===== src/rtl/sqrt_pkg.sv =====
// sqrt_pkg: shared FSM encoding, conversion step counts and Q8.8 widths for the square-root pipeline
package sqrt_pkg;
  typedef enum logic [1:0] {IDLE, INT_CONV, FRAC_CONV, DONE} state_t;
  localparam int DEF_INT_STEPS   = 8;
  localparam int DEF_FRAC_DIGITS = 3;
  localparam int Q_INT_W         = 8;
  localparam int Q_FRAC_W        = 8;
  localparam int Q_W             = Q_INT_W + Q_FRAC_W;
  localparam int BCD_W           = 12;
  localparam int CNT_W           = 4;
endpackage


===== src/rtl/bcd_dabble_step.sv =====
// bcd_dabble_step: one double-dabble iteration (add 3 to nibbles >= 5, then shift {bcd,bin} left by one)
module bcd_dabble_step
  import sqrt_pkg::*;
(
  input  logic [BCD_W-1:0]   bcd_in,
  input  logic [Q_INT_W-1:0] bin_in,
  output logic [BCD_W-1:0]   bcd_out,
  output logic [Q_INT_W-1:0] bin_out
);
  logic [BCD_W-1:0] adj;
  for (genvar i = 0; i < BCD_W / 4; i++) begin : g_nib
    assign adj[4*i +: 4] = bcd_in[4*i +: 4] >= 4'd5 ? bcd_in[4*i +: 4] + 4'd3 : bcd_in[4*i +: 4];
  end
  assign {bcd_out, bin_out} = {adj, bin_in} << 1;
endmodule


===== src/rtl/sqrt_bcd_formatter.sv =====
// sqrt_bcd_formatter: converts a Q8.8 value to 3 integer BCD digits and 3 truncated fraction digits
// Ports: clk/rst (sync, active high); in_valid/in_ready/in_data upstream handshake;
//        out_valid/out_ready downstream handshake; int_bcd/frac_bcd results, held in DONE.
module sqrt_bcd_formatter
  import sqrt_pkg::*;
#(
  parameter int INT_STEPS   = DEF_INT_STEPS,
  parameter int FRAC_DIGITS = DEF_FRAC_DIGITS
) (
  input  logic             clk,
  input  logic             rst,
  input  logic             in_valid,
  output logic             in_ready,
  input  logic [Q_W-1:0]   in_data,
  output logic             out_valid,
  input  logic             out_ready,
  output logic [BCD_W-1:0] int_bcd,
  output logic [BCD_W-1:0] frac_bcd
);
  state_t st, nxt;
  logic [CNT_W-1:0]    cnt;
  logic [Q_INT_W-1:0]  ib, nib;
  logic [Q_FRAC_W-1:0] fb;
  logic [BCD_W-1:0]    nbcd;
  logic [11:0]         p;
  logic                int_last, frac_last;

  bcd_dabble_step u_step (.bcd_in(int_bcd), .bin_in(ib), .bcd_out(nbcd), .bin_out(nib));

  // frac*10 without a multiplier; the integer digit lands in p[11:8]
  assign p         = {1'b0, fb, 3'b000} + {3'b000, fb, 1'b0};
  assign int_last  = cnt == CNT_W'(INT_STEPS - 1);
  assign frac_last = cnt == CNT_W'(FRAC_DIGITS - 1);

  always_ff @(posedge clk)
    st <= rst ? IDLE : nxt;

  always_comb begin
    nxt = st;
    case (st)
      IDLE:      nxt = in_valid ? INT_CONV : IDLE;
      INT_CONV:  nxt = int_last ? FRAC_CONV : INT_CONV;
      FRAC_CONV: nxt = frac_last ? DONE : FRAC_CONV;
      DONE:      nxt = out_ready ? IDLE : DONE;
      default:   nxt = IDLE;
    endcase
  end

  always_comb begin
    in_ready  = st == IDLE;
    out_valid = st == DONE;
  end

  always_ff @(posedge clk)
    if (rst) begin
      cnt      <= '0;
      ib       <= '0;
      fb       <= '0;
      int_bcd  <= '0;
      frac_bcd <= '0;
    end else begin
      case (st)
        IDLE: if (in_valid) begin
          ib       <= in_data[Q_W-1:Q_FRAC_W];
          fb       <= in_data[Q_FRAC_W-1:0];
          int_bcd  <= '0;
          frac_bcd <= '0;
          cnt      <= '0;
        end
        INT_CONV: begin
          int_bcd <= nbcd;
          ib      <= nib;
          cnt     <= int_last ? '0 : cnt + 1'b1;
        end
        FRAC_CONV: begin
          // digits shift in from the right so the first (tenths) ends up in the top nibble
          frac_bcd <= {frac_bcd[BCD_W-5:0], p[11:8]};
          fb       <= p[7:0];
          cnt      <= frac_last ? '0 : cnt + 1'b1;
        end
        default: ;
      endcase
    end
endmodule


===== config.mk =====
export PLATFORM = sky130hd
export DESIGN_NAME = sqrt_bcd_formatter
export DESIGN_NICKNAME = d
export VERILOG_FILES = /design/src/rtl/sqrt_pkg.sv /design/src/rtl/bcd_dabble_step.sv /design/src/rtl/sqrt_bcd_formatter.sv
export SDC_FILE = /design/constraint.sdc
export NUM_CORES = 1
export LEC_CHECK = 0
export ABC_AREA = 1
export CORE_ASPECT_RATIO = 0.75
export CORE_MARGIN = 2
export CORE_UTILIZATION = 30
export CTS_BUF_LIST = sky130_fd_sc_hd__clkbuf_8
export DETAILED_ROUTE_END_ITERATION = 8
export SETUP_SLACK_MARGIN = 0.05
export SYNTH_ARGS = -nofsm -noshare
export SYNTH_HDL_FRONTEND = slang
export SYNTH_SLANG_ARGS = --single-unit

===== constraint.sdc =====
create_clock -name clk -period 2.1 [get_ports clk]
set_input_delay 0.315 -clock clk [delete_from_list [all_inputs] [get_ports clk]]
set_output_delay 0.315 -clock clk [all_outputs]
set_load 0.01 [all_outputs]

==> results of run 1 <==
-- worst max-delay path: cells and delay by family, from the launching register on --
kind,cells,cell delay (ns)
fa+ha+maj,1,0.27
flops,1,0.35
buf+inv,2,0.67
-- final timing paths --
check	startpoint	to	slack, ns
worst min-delay path	frac_bcd[10]	frac_bcd[10]	0.47
worst max-delay path	st[0]	in_ready	0.20
worst max register to register	st[1]	ib[4]	0.27
worst min register to register	frac_bcd[10]	frac_bcd[10]	0.47
-- logic make-up after synthesis --
| group | count (synthesis) |
|---|---|
| simple gates | 154 |
| compound gates | 82 |
| buf+inv | 60 |
| flops | 46 |
| fa+ha+maj | 20 |
| xor+xnor | 1 |
-- Yosys cell counts --
library cell / n / area (µm²)
buf_4: 6 / 45.0
nand2_2: 1 / 6.26
buf_2: 3 / 15.0
buf_6: 2 / 22.5
fa_1: 1 / 20.0
o221ai_1: 1 / 8.76
dfxtp_1: 46 / 921
o21ai_0: 20 / 100
ha_1: 19 / 238
a31oi_2: 2 / 25.0
o211ai_1: 5 / 37.5
nor2_1: 13 / 48.8
a21oi_1: 38 / 190
o21ai_2: 4 / 35.0
nand3_1: 31 / 155
nand4_1: 1 / 6.26
xor2_1: 1 / 8.76
inv_1: 42 / 158
nand2_1: 105 / 394
a31oi_1: 9 / 56.3
inv_2: 5 / 18.8
o22ai_1: 1 / 6.26
clkbuf_1: 2 / 7.51
a21boi_0: 2 / 15.0
nor2_2: 1 / 6.26
nor3_1: 1 / 5.00
nand3b_1: 1 / 7.51
-- power groups by stage --
stage | logic [mW] | clock network, mW | registers [mW]
6_report | 0.264 | 0.523 | 0.932
5_1_grt | 0.300 | 0.594 | 0.938
4_1_cts | 0.265 | 0.546 | 0.932
3_5_place_dp | 0.263 | 0 | 0.953
3_3_place_gp | 0.259 | 0 | 0.952
2_1_floorplan | 0.190 | 0 | 0.945
-- per-layer routing --
layer	track usage	vias to the layer above	part of all wire
met3	0.0290	2	0.039
met1	0.181	1076	0.52
met2	0.213	40	0.44
li1	-	1272	-
met5	0	-	0
met4	0.0398	0	0.0049
-- placed cells by master (no fill, tap or decap), types with 4 or more instances in the layout --
| master | netlist | layout |
|---|---|---|
| a31oi_1 | 9 | 9 |
| inv_2 | 5 | 5 |
| o21ai_0 | 20 | 20 |
| buf_4 | 6 | 4 |
| o211ai_1 | 5 | 5 |
| ha_1 | 19 | 18 |
| inv_1 | 42 | 42 |
| dfxtp_1 | 46 | 46 |
| o21ai_2 | 4 | 4 |
| nand2_1 | 105 | 105 |
| a21oi_1 | 38 | 38 |
| nand3_1 | 31 | 31 |
| clkbuf_8 | 0 | 5 |
| clkdlybuf4s50_1 | 0 | 45 |
| nor2_1 | 13 | 13 |
-- sequential cells by signal, summed over array words and instances, names as in the netlist --
name,flops
cnt,4
fb,8
frac_bcd,12
ib,8
int_bcd,12
st,2
-- layout make-up --
class                   count  area [µm²]
flip-flops and latches     46         921
well taps                 108         135
fillers                   922        5220
clock inverters             2        10.0
repair buffers             49         480
clock buffers               5        68.8
multi-input cells         257        1370
inverters                  47         176
==> run_results.csv, run 1 <==
group,metric,value,unit
clock_tree,clockBufferDepth,2,
power_and_ir_drop,p_switching,0.483,mW
cells_and_area,final_nets,446,
synthesis,ys_seq_elements,46,
setup_path,cp_data_required_time,1.78,ns
sta,tightest_slew,0.620,ns
grt,overflow,0,
hold_path,hold_class,"register to register",
cells_and_area,area_delta_synth_final,23.7,%
synthesis,synth_top_family_by_area,"simple AND/OR/NAND/NOR gates",
sta,finalCriticalPeriod,1.90,ns
floorplan,coreArea,8380,µm²
grt,grt_pass1_vias,2245,
drt,drc_errors,0,
clock_tree,cts.clk_slew.worst_paths,0.08,ns
sta,fmax,527,MHz
sta,rsz0062_at_grt,"false",
drt,dr_total_vias,2390,
power_and_ir_drop,power.density,543,nW/µm²
placed_design,dp_cells,507,
drt,routedWlPerCell,11.6,µm
floorplan,dieArea,9290,µm²
floorplan,die_h,84.0,µm
floorplan,initial_core_util,0.305,
cells_and_area,diodes,0,
clock_tree,clock-root-buffer,"clkbuf_8",
grt,gr-usage-all-layers,0.133,
clock_tree,cts_tree,"done",
drt,ant_nets,0,
floorplan,ios,46,
sta,fin_ws,0.201,ns
sta,fin_setup_tns,0,ns
setup_path,path_cells,"inv_1 > ha_2 > clkdlybuf4s50_1",
power_and_ir_drop,seq_power_share,0.542,
placed_design,detailedPlace.worstSlack,0.296,ns
sta,hold_violations,0,
setup_path,path_class,"register to output pin",
power_and_ir_drop,clkPwrFrac,0.304,
sta,fin_skew,0.00181,ns
placed_design,place_congestion,0.853,
sta,hold-worst-slack,0.468,ns
grt,antenna_found_initial,0,
clock_tree,clock_sinks,46,
synthesis,synth_cell_types,27,
synthesis,yosysSeqAreaShare,0.360,
placed_design,place_area,3080,µm²
synthesis,synthesis.nets,403,
synthesis,yosysWarnings,0,
sta,slew_violations,0,
hold_path,worstHoldPathCells,2,
floorplan,die-width,111,µm
power_and_ir_drop,power_frac_comb,0.154,
drt,first_pass_iters,4,
setup_path,critPathMaxFanout,6,
status,status,"finished clean",
setup_path,setup.worst_path.start_class,"register",
setup_path,cp-end-kind,"output pin",
setup_path,cp_data_arrival_time,1.58,ns
cells_and_area,layout-drive-gt1-share,0.0616,
flow_run,max_cap_violations,0,
floorplan,rows,29,
setup_path,cpMaxStageDelayCell,"clkdlybuf4s50_1",
power_and_ir_drop,finalPower,1.72,mW
placed_design,port_buffers,45,
setup_path,max_stage_delay,0.58,ns
drt,totalWireLength,5950,µm
clock_tree,htreeDepth,2,
synthesis,synth_area,2560,µm²
placed_design,post-dp-hpwl,4390,µm
clock_tree,cts_made_buffers,5,
setup_path,rr_worst_depth,7,
drt,drt_iter0_markers,132,
drt,via_per_inst,4.65,
clock_tree,cts_setup_buffers,0,
sta,finalSetupViolCount,0,
clock_tree,cts_hold_buffers,0,
clock_tree,insertion_delay,0.30,ns
synthesis,synth_compound_area_frac,0.185,
grt,grt_pass1_wl,10300,µm
power_and_ir_drop,internal_power,1.24,mW
grt,grt_max_degree,28,
synthesis,synth_xor_area_frac,0.00342,
power_and_ir_drop,total_leakage_power,1.27,nW
cells_and_area,fin_area,3160,µm²
power_and_ir_drop,sw_frac_of_total,0.281,
sta,period_share,0.904,
cells_and_area,final_cells,514,
cells_and_area,postLayoutCoreUtil,0.378,
clock_tree,cts_resized,0,
synthesis,synthSimpleGateAreaFrac,0.246,
synthesis,syn_inst,363,
synthesis,syn_avg_cell_area,7.05,µm²
power_and_ir_drop,vdd_drop_max,0.000251,V
synthesis,synth.area.mux_share,0,
synthesis,synth_fa_ha_area_frac,0.101,
sta,slew_headroom,0.586,
Power figures use the tool's default switching activity.
==> run 2: changes to the inputs <==
Settings changed: TNS_END_PERCENT set to 1.
==> results of run 2 <==
Final layout, timing and power as in run 1 (identical DEF).
